**src/rtl/shared_out_arbiter_if.sv**
```systemverilog
// Requester-side bundle for the shared output arbiter: request/data in, grant/owner/output back.
// master = requester side (timing_cell outputs); slave = arbiter.
interface shared_out_arbiter_if #(
  parameter int N     = 4,
  parameter int WIDTH = 1
);
  logic [N-1:0]         req;
  logic [N*WIDTH-1:0]   in_data;
  logic [N-1:0]         gnt;
  logic [$clog2(N)-1:0] owner;
  logic [WIDTH-1:0]     out;
  logic                 out_valid;
  logic                 busy;

  modport master (
    output req, in_data,
    input  gnt, owner, out, out_valid, busy
  );

  modport slave (
    input  req, in_data,
    output gnt, owner, out, out_valid, busy
  );
endinterface

```
**src/rtl/shared_out_arbiter.sv**
```systemverilog
// Round-robin arbiter serialising N requesters onto one registered shared output.
// Latency: req->gnt 1 cycle, req->out/out_valid 2 cycles. HOLD_TIMEOUT_EN adds forced rotation after MAX_HOLD.
// Backpressure: requesters hold req until granted; the owner keeps gnt until it drops req (or times out).
module shared_out_arbiter #(
  parameter int N        = 4,
  parameter int WIDTH    = 1,
  parameter int MAX_HOLD = 4
) (
  input logic                clk,
  input logic                rst_n,
  shared_out_arbiter_if.slave bus
);
  localparam int IW = $clog2(N);

  typedef enum logic {IDLE, GRANT} state_t;

  if (N < 2 || N > 16) begin : g_bad_n
    $error("shared_out_arbiter: N must be in 2..16");
  end
  if (MAX_HOLD < 1 || MAX_HOLD > 255) begin : g_bad_hold
    $error("shared_out_arbiter: MAX_HOLD must be in 1..255");
  end

  state_t          state_q, state_d;
  logic [N-1:0]    gnt_q, gnt_d;
  logic [IW-1:0]   owner_q, owner_d;
  logic [IW-1:0]   ptr_q, ptr_d;
  logic [WIDTH-1:0] out_q;
  logic            out_valid_q;
  logic [WIDTH-1:0] slice [N];

  for (genvar i = 0; i < N; i++) begin : g_slice
    assign slice[i] = bus.in_data[i*WIDTH +: WIDTH];
  end

  // First set bit of mask at or after start, wrapping modulo N.
  function automatic logic [IW-1:0] pick(input logic [N-1:0] mask, input logic [IW-1:0] start);
    logic [IW-1:0] w;
    logic [IW-1:0] idx;
    logic          found;
    w     = '0;
    found = 1'b0;
    for (int k = 0; k < N; k++) begin
      idx = IW'((int'(start) + k) % N);
      if (!found && mask[idx]) begin
        found = 1'b1;
        w     = idx;
      end
    end
    return w;
  endfunction

  logic [IW-1:0] nxt;
  logic [N-1:0]  others;
  logic [IW-1:0] win_idle;
  logic [IW-1:0] win_rot;

  assign nxt      = (owner_q == IW'(N-1)) ? '0 : owner_q + IW'(1);
  assign others   = bus.req & ~gnt_q;
  assign win_idle = pick(bus.req, ptr_q);
  assign win_rot  = pick(others, nxt);

`ifdef HOLD_TIMEOUT_EN
  logic [7:0] hold_q, hold_d;
  logic       timeout;
  assign timeout = (hold_q == 8'(MAX_HOLD)) && (|others);
`endif

  always_comb begin
    state_d = state_q;
    gnt_d   = gnt_q;
    owner_d = owner_q;
    ptr_d   = ptr_q;
`ifdef HOLD_TIMEOUT_EN
    hold_d  = hold_q;
`endif
    unique case (state_q)
      IDLE: begin
        if (|bus.req) begin
          gnt_d   = N'(1) << win_idle;
          owner_d = win_idle;
          state_d = GRANT;
`ifdef HOLD_TIMEOUT_EN
          hold_d  = 8'd1;
`endif
        end
      end
      GRANT: begin
        if (!bus.req[owner_q]) begin
          ptr_d = nxt;
          if (|others) begin
            gnt_d   = N'(1) << win_rot;
            owner_d = win_rot;
`ifdef HOLD_TIMEOUT_EN
            hold_d  = 8'd1;
`endif
          end else begin
            gnt_d   = '0;
            state_d = IDLE;
          end
        end
`ifdef HOLD_TIMEOUT_EN
        else if (timeout) begin
          // Preempted owner keeps requesting and is picked up again in rotation.
          ptr_d   = nxt;
          gnt_d   = N'(1) << win_rot;
          owner_d = win_rot;
          hold_d  = 8'd1;
        end else if (hold_q != 8'(MAX_HOLD)) begin
          hold_d = hold_q + 8'd1;
        end
`endif
      end
      default: state_d = IDLE;
    endcase
  end

  always_ff @(posedge clk or negedge rst_n) begin
    if (!rst_n) begin
      state_q     <= IDLE;
      gnt_q       <= '0;
      owner_q     <= '0;
      ptr_q       <= '0;
      out_q       <= '0;
      out_valid_q <= 1'b0;
`ifdef HOLD_TIMEOUT_EN
      hold_q      <= '0;
`endif
    end else begin
      state_q     <= state_d;
      gnt_q       <= gnt_d;
      owner_q     <= owner_d;
      ptr_q       <= ptr_d;
      out_valid_q <= |gnt_q;
      if (|gnt_q) out_q <= slice[owner_q];
`ifdef HOLD_TIMEOUT_EN
      hold_q      <= hold_d;
`endif
    end
  end

  assign bus.gnt       = gnt_q;
  assign bus.owner     = owner_q;
  assign bus.out       = out_q;
  assign bus.out_valid = out_valid_q;
  assign bus.busy      = |gnt_q;
endmodule

```
**src/flat_wrapper.sv**
```systemverilog
// flat-port wrapper written by rule: the top's interface ports become plain ports
module shared_out_arbiter_flat 
#(
  parameter int N        = 4,
  parameter int WIDTH    = 1,
  parameter int MAX_HOLD = 4
)
  (clk, rst_n, bus_req, bus_in_data, bus_gnt, bus_owner, bus_out, bus_out_valid, bus_busy);
  shared_out_arbiter_if #(.N(N), .WIDTH(WIDTH)) bus_i ();
  input logic clk;
  input logic rst_n;
  input wire logic [$bits(bus_i.req)-1:0] bus_req;
  input wire logic [$bits(bus_i.in_data)-1:0] bus_in_data;
  output wire logic [$bits(bus_i.gnt)-1:0] bus_gnt;
  output wire logic [$bits(bus_i.owner)-1:0] bus_owner;
  output wire logic [$bits(bus_i.out)-1:0] bus_out;
  output wire logic [$bits(bus_i.out_valid)-1:0] bus_out_valid;
  output wire logic [$bits(bus_i.busy)-1:0] bus_busy;
  assign bus_i.req = bus_req;
  assign bus_i.in_data = bus_in_data;
  assign bus_gnt = bus_i.gnt;
  assign bus_owner = bus_i.owner;
  assign bus_out = bus_i.out;
  assign bus_out_valid = bus_i.out_valid;
  assign bus_busy = bus_i.busy;
  shared_out_arbiter #(.N(N), .WIDTH(WIDTH), .MAX_HOLD(MAX_HOLD)) u_core (.clk(clk), .rst_n(rst_n), .bus(bus_i));
endmodule
```
**config.mk**
```make
export PLATFORM = sky130hd
export DESIGN_NAME = shared_out_arbiter_flat
export DESIGN_NICKNAME = d
export VERILOG_FILES = /design/src/rtl/shared_out_arbiter_if.sv /design/src/rtl/shared_out_arbiter.sv /design/src/flat_wrapper.sv
export SDC_FILE = /design/constraint.sdc
export NUM_CORES = 1
export LEC_CHECK = 0
export ABC_AREA = 1
export CAP_MARGIN = 15
export CORE_ASPECT_RATIO = 0.5
export CORE_MARGIN = 2
export CORE_UTILIZATION = 38
export DETAILED_ROUTE_END_ITERATION = 8
export MAX_ROUTING_LAYER = met4
export PLACE_DENSITY = 0.61
export SLEW_MARGIN = 20
export SYNTH_ARGS = -nofsm -noshare
export SYNTH_HDL_FRONTEND = slang
export SYNTH_SLANG_ARGS = --single-unit
```
**constraint.sdc**
```tcl
create_clock -name clk -period 2.8 [get_ports clk]
set_input_delay 0.28 -clock clk [delete_from_list [all_inputs] [get_ports clk]]
set_output_delay 0.28 -clock clk [all_outputs]
set_load 0.01 [all_outputs]
```
# == Word-level counts from Yosys, hierarchy flattened ==
# Index checks and enable logic that the tools add are counted.
# word_totals
reg_bits,11
latch_bits,0
mem_bits_rw,0
mem_bits_ro,0
inputBits,10
output_inout_bits,9
word_cells,100
n_memories,0
# classes
n_addsub,7
multipliers,0
div_mod_pow,0
magnitude_cmp,10
n_eq_ne,4
n_shift,2
mux,48
bitwise,5
n_reduce_logical,18
# op_table
cell,n
2-bit by 3-bit less-than comparator with 1-bit output (second input constant),9
2-bit two-way mux,12
1-bit binary-select mux with 2-bit select,10
1-bit two-way mux,20
4-bit two-way mux,3
4-bit OR reduction,3
2-bit adder (second input constant),4
4-bit one-hot mux with 2 select lines,1
1-bit by 2-bit left shift with 4-bit output (first input constant),2
2-bit by 1-bit adder with 2-bit output (second input constant),3
1-bit logical AND,6
1-bit logical NOT,6
4-bit bitwise AND,1
2-bit inequality test (second input constant),2
4-bit NOT,1
2-bit one-hot mux with 2 select lines,1
2-bit AND reduction,2
3-bit greater-or-equal comparator (second input constant),1
2-bit NOT with 3-bit output,1
3-bit AND reduction,1
2-bit equality test (second input constant),1
2-bit by 1-bit inequality test with 1-bit output (second input constant),1
1-bit NOT,2
1-bit one-hot mux with 2 select lines,1

# == Longest topological paths before layout ==
# Gate-level depths: netlist of run 1.
# logic_depth
depth_word,18
mapped_depth,16
mapped_depth_nobuf,15

# == Least setup slack after synthesis of run 1 ==
# No wires, ideal clock.
# synth_path
path_kind,register to register
start,register u_core.owner_q[0] (netlist: u_core.bus.owner[0])
end,register u_core.gnt_q[1] (netlist: u_core.bus.gnt[1])
setup_ns,0.071
t_arrival_ns,1.891
slack_ns,0.837
stages_incl_launch_ff,13
path_buffers,0
path_cell_list,dfrtp_1 > ha_1 > inv_1 > nand2_1 > nand2_4 > nand2_2 > a21oi_4 > nand2_1 > nand3_2 > nand2_2 > nor2_1 > nor2_1 > nor2_1
# synth_between
elab_chain_cells,18
word_cells_on_any_way,35
# synth_lines
element,line_no,rtl
from (decl),shared_out_arbiter.sv:26,"logic [IW-1:0] owner_q, owner_d;"
from (signal assigned),shared_out_arbiter.sv:132,owner_q <= owner_d;
2-bit by 1-bit adder with 2-bit output / 2-bit equality test (equally long branches),shared_out_arbiter.sv:58,assign nxt = (owner_q == IW'(N-1)) ? '0 : owner_q + IW'(1);
2-bit two-way mux *,shared_out_arbiter.sv:58,
net u_core.nxt[1],shared_out_arbiter.sv:53,logic [IW-1:0] nxt;
branches (longest 11 deep; another with 2-bit by 1-bit adder with 2-bit output),n/a,
2-bit two-way mux *,shared_out_arbiter.sv:45,if (!found && mask[idx]) begin
1-bit by 2-bit left shift with 4-bit output *,shared_out_arbiter.sv:92,gnt_d = N'(1) << win_rot;
4-bit two-way mux *,shared_out_arbiter.sv:91,if (|others) begin
4-bit two-way mux *,shared_out_arbiter.sv:89,if (!bus.req[owner_q]) begin
4-bit one-hot mux with 2 select lines *,shared_out_arbiter.sv:77,unique case (state_q)
to (signal assigned),shared_out_arbiter.sv:131,gnt_q <= gnt_d;
to (decl),shared_out_arbiter.sv:25,"logic [N-1:0] gnt_q, gnt_d;"
# Mark *: on every way through the listed nets, which the timed path passes. The select of a mux whose other input is x is not followed.
# A chain may end at the register's enable or synchronous reset.

# == Worst setup path after layout of run 1 ==
# layout_path
start,register u_core.owner_q[0] (netlist: u_core.bus.owner[0])
end,register u_core.gnt_q[3] (netlist: u_core.bus.gnt[3])
# Same word-level chain as after synthesis.

==> impl_metrics.toml, run 1 <==
[critical_path]
path_cells = "ha_1, inv_1, nand2_1, nand2_2, nand2_1, nand2_2, nor2_4, nand3_2, nand2_2, nand2_1, nor2_1, nor2_1, nor2_1"
crit_required_ns = 2.97
crit_path_end_kind = "flop"
crit_path_start_kind = "flop"
crit_type = "flop to flop"
crit_fanout = 9
arrival_ns = 2.43
slowest_stage = "ha_1"
r2r_slack_ns = 0.54
slowest_delay_ns = 0.51

[sta]
fin_worst_skew_ns = 0.00666
slew_viol_final = 0
worst_pin_slew_ns = 0.544
grt_setup_unrepaired = "false"
relSlewSlack_pct = 63.6
max_clock_freq_ghz = 0.442
post-route-period-util_pct = 80.8
finalHoldViolations = 0
min_period_ns = 2.26
finalSetupTns_ns = 0
setup_violations = 0
fin_hold_ws_ns = 0.385

[final_layout]
utilization_pct = 48.3
antenna_cells = 0
area_growth_pct = 19.5
fin_area_mm2 = 0.00147
final_nets = 244
fill_cells = 336
drive_gt1_share_pct = 12.5

[yosys]
yosysTopAreaCell = "nand2_1"
synthCells = 213
synthArstFlopShare_pct = 100
ys_warn_count = 0
synthFlopType = "dfrtp_1"
ys_ff_latch = 11
syn_avg_cell_area_um2 = 5.79
ys_seq_area_share_pct = 22.3
yosys-top-cells-area = "nand2_1 (25%), dfrtp_1 (22%), nor2_1 (9.4%)"
synth_fp_nets = 224
synth-edff-count = 0
ys_types = 27
synth_area_mm2 = 0.00123
synth.top_cell.area_share_pct = 25.0

[routing]
totalWireLength_um = 3110
dr.first_iter.drc_count = 72
route.detailed.drc = 0
dr_total_vias = 1299
vias_per_cell = 4.78
ant_nets = 0
wire_per_inst_um = 11.4
first_pass_iters = 4

[clock_network]
clk_latency_ns = 0.25
root_buffer = "clkbuf_8"
cts_tree = "built"
postCtsSetupBuffers = 0
cts_num_sinks = 11
clockBufferDepth = 2
cts_buffers = 3
clk_pin_slew_worst_paths_ns = 0.06
cts-htree-levels = 1
cts_resized = 0
ctsHoldBuffers = 0

[die]
start_util_pct = 40.4
die_area_mm2 = 0.00374
die_w_um = 84.5
rows = 14
die_y_um = 44.3
core_mm2 = 0.00305
pin_count = 19

[placement]
gp_congestion = 0.850
place_hpwl_um = 2520
port_buffers = 18
placed_area_mm2 = 0.00143

[grt]
grt_use_total_pct = 18.7
grt_pass1_vias = 1125
grt_pass1_wl_um = 5280
grt-ovfl-total = 0
grt_start_max_net_pins = 13
grt_antenna_before_repair = 0

[job]
drv_cap = 0

[status]
outcome = "finished, final reports clean"

[min_path]
hold_path.class = "primary input to asynchronous set/reset pin"
[cell families (layout without fill, tap and decap cells)]
family	after synthesis	count (layout)	synth area share [%]
flip-flops	11	11	22.3
buffers and inverters	28	47	10.6
AO/OA/AOI/OAI	20	20	9.75
adder cells (fa/ha/maj)	1	1	1.02
AND/OR/NAND/NOR	153	153	56.3
[stage by stage]
stage	std cells	setup WS [ns]
after floorplan	213	0.837
after global placement	268	0.577
after detailed placement	268	0.591
after CTS	272	0.558
after global routing	272	0.307
final	272	0.537
[metal layers]
| metal | GRT usage (%) | part of all wire, % | vias to the layer above |
|---|---|---|---|
| met5 | - | 0 | - |
| met4 | 4.76 | 0.77 | 0 |
| met3 | 3.92 | 1.9 | 4 |
| met1 | 27.4 | 58 | 577 |
| li1 | - | - | 705 |
| met2 | 25.8 | 40 | 13 |
[critical path, delay by kind of cell, from the launching register on]
kind	cells	cell delay (ns)
adder cells (fa/ha/maj)	1	0.51
buffers and inverters	1	0.20
AND/OR/NAND/NOR	11	1.00
flip-flops	1	0.48
[path summary, 6_finish.rpt]
path                                     startpoint                 to  cells after the start
worst max-delay path            u_core.bus.owner[0]  u_core.bus.gnt[3]                     13
min in group clk                     u_core.bus.out     u_core.bus.out                      2
worst min-delay path                          rst_n    u_core.ptr_q[1]                      1
worst max register to register  u_core.bus.owner[0]  u_core.bus.gnt[3]                     13
max in group asynchronous                     rst_n  u_core.bus.gnt[2]                      1
worst min register to register       u_core.bus.out     u_core.bus.out                      2
[cell usage after synthesis (2+ instances only)]
cell	n
nand2_1	82
nor2_1	31
inv_1	21
nand3_1	14
dfrtp_1	11
nand2_2	10
o21ai_0	9
a21oi_1	4
nand2_4	4
inv_2	3
nand3_2	3
nand4_1	3
o21ai_1	3
nor2_2	2
[state kept, by name, indices dropped and copies added (netlist names)]
signal	cells
u_core.bus.gnt	4
u_core.bus.owner	2
u_core.ptr_q	2
u_core.bus.out	1
u_core.bus.out_valid	1
u_core.state_q	1
[final cells by class]
class                           count  area [µm²]  share of cell area, %
Multi-Input combinational cell    174         827                   56.2
Sequential cell                    11         275                   18.7
Timing Repair Buffer               18         180                   12.2
Inverter                           25        93.8                   6.37
Tap cell                           40        50.0                   3.40
Clock buffer                        3        41.3                   2.80
Clock inverter                      1        5.00                  0.340
[cells in the final DEF, fill, tap and decap left out, types with 2 or more instances in the layout]
| cell type | count |
|---|---|
| nand2_1 | 82 |
| nor2_1 | 31 |
| inv_1 | 21 |
| clkdlybuf4s50_1 | 18 |
| nand3_1 | 14 |
| dfrtp_1 | 11 |
| nand2_2 | 10 |
| o21ai_0 | 9 |
| a21oi_1 | 4 |
| nand2_4 | 4 |
| inv_2 | 3 |
| nand4_1 | 3 |
| nand3_2 | 3 |
| o21ai_1 | 3 |
| clkbuf_8 | 3 |
| nor2_2 | 2 |
Power of run 1 is not shown: default switching activity piles up to over one toggle a cycle in this logic, so the estimate is an artifact.
==> inputs of run 2 (changes only) <==
PLACE_DENSITY = 0.63   (was 0.61)
clock period = 1.9 ns   (was 2.8 ns; I/O delays follow)
==> run 2 against run 1 <==
Sequential share of layout area decreased by 2.8 points. Wire length increased by 18%. Die area unchanged. Maximum frequency increased by 21%. First-iteration DRC count increased by 33%. Final cell count increased by 7.0%. Sequential cell count unchanged. Largest cell class unchanged. Highest routed layer unchanged.
==> impl_metrics.toml, run 2 (same netlist as run 1, synthesis figures left out) <==
[routing]
first_pass_iters = 4
dr_total_vias = 1440
vias_per_cell = 4.95
route.detailed.drc = 0
totalWireLength_um = 3670
ant_nets = 0
dr.first_iter.drc_count = 96
wire_per_inst_um = 12.6

[sta]
worst_pin_slew_ns = 0.565
fin_ws_ns = 0.0318
post-route-period-util_pct = 98.3
max_clock_freq_ghz = 0.535
relSlewSlack_pct = 62.2
finalHoldViolations = 0
slew_viol_final = 0
setup_violations = 0
grt_setup_unrepaired = "true"
min_period_ns = 1.87
fin_worst_skew_ns = 0.00685

[critical_path]
arrival_ns = 2.04
crit_path_start_kind = "flop"
crit_fanout = 5
crit_type = "flop to flop"
crit_required_ns = 2.07
crit_path_end_kind = "flop"

[clock_network]
clk_latency_ns = 0.25
cts-htree-levels = 1
cts_num_sinks = 11
clk_pin_slew_worst_paths_ns = 0.06
root_buffer = "clkbuf_8"
clockBufferDepth = 2
cts_buffers = 3
ctsHoldBuffers = 0
cts_tree = "built"

[final_layout]
area_growth_pct = 41.9
layout_common_cells = "nand2_1 (68), nor2_1 (29), inv_1 (18), clkdlybuf4s50_1 (18)"
fill_cells = 307
fin_area_mm2 = 0.00175
utilization_pct = 57.4
layout_commonest_cell = "nand2_1"
final_nets = 263
antenna_cells = 0
largest_register_ff_count = 4
drive_gt1_share_pct = 28.7

[grt]
grt-ovfl-total = 0
grt_use_total_pct = 19.1
grt_pass1_vias = 1181
grt_antenna_before_repair = 0
grt_start_max_net_pins = 12
grt_pass1_wl_um = 5490

[placement]
place_hpwl_um = 2670
port_buffers = 18
placed_area_mm2 = 0.00152
pre_cts_ws_ns = -0.0414
gp_congestion = 0.846

[die]
die_w_um = 84.5
start_util_pct = 40.4
die_area_mm2 = 0.00374
pin_count = 19
die_y_um = 44.3
rows = 14
core_mm2 = 0.00305

[status]
outcome = "finished, final reports clean"

[min_path]
hold_path.class = "primary input to asynchronous set/reset pin"

[job]
drv_cap = 0
==> run 2: changes by cell type in the layout (fill, tap and decap cells not counted), sizes merged <==
cell	delta
buf	+19
clkbuf	+1
clkinv	-1
==> run 2: layout make-up <==
class / count / area, µm² / share of cell area, %
multi-input combinational: 174 / 943 / 53.9
timing repair buffer: 37 / 334 / 19.1
sequential: 11 / 278 / 15.9
inverter: 25 / 98.8 / 5.65
tap: 40 / 50.0 / 2.86
clock buffer: 4 / 45.0 / 2.58
==> run 2: critical path, stage by stage, from the launching register on <==
cell,delay [ns]
dfrtp_2,0.44
ha_4,0.18
nor2_4,0.14
buf_6,0.14
nand2_4,0.05
nand2_4,0.09
nand2_4,0.06
a21oi_4,0.17
nand3_2,0.12
nand2_2,0.09
nand2_2,0.06
nor2_2,0.10
nor2_1,0.04
nor2_1,0.11
==> run 2: routing by layer <==
metal	part of all wire, %	routed length [µm]	global-route usage (%)
met1	51	1880	28.4
met2	46	1680	28.3
met3	2.7	100	1.68
met4	0.33	12	3.81
met5	0	0	-
==> run 2: timing repair <==
item / in CTS / in global routing
buffers inserted: 0 / 8
endpoints found under the hold margin: 0 / 0
setup endpoints to repair: 1 / 6
resized for setup: 1 / 41
pin swaps: 0 / 22
==> run 2: final timing paths <==
path / slack (ns) / depth (start not counted) / start / endpoint
max: 0.03 / 13 / u_core.bus.owner[0] / u_core.bus.gnt[3]
min: 0.31 / 1 / rst_n / u_core.ptr_q[1]
max reg2reg: 0.03 / 13 / u_core.bus.owner[0] / u_core.bus.gnt[3]
min reg2reg: 0.55 / 2 / u_core.bus.out / u_core.bus.out
max in group asynchronous: 1.18 / 1 / rst_n / u_core.bus.owner[0]
min in group clk: 0.55 / 2 / u_core.bus.out / u_core.bus.out
==> run 2: stage by stage <==
| stage | cells | hold slack, ns | TNS, ns |
|---|---|---|---|
| floorplan | 213 | -0.106 | 0 |
| CTS | 283 | 0.320 | 0 |
| global route | 291 | 0.355 | -0.361 |
| finish | 291 | 0.307 | 0 |
| detailed placement | 279 | 0.547 | -0.109 |
| global placement | 279 | 0.541 | -0.0884 |
Power of run 2 is left out for the same reason.
==> inputs of run 3 (changes only) <==
ABC_CLOCK_PERIOD_IN_PS = 1900   (was not set)
==> results of run 3 <==
Same layout as run 2: the final DEF is identical, and so are final timing and power.
Power of run 3 is left out for the same reason.
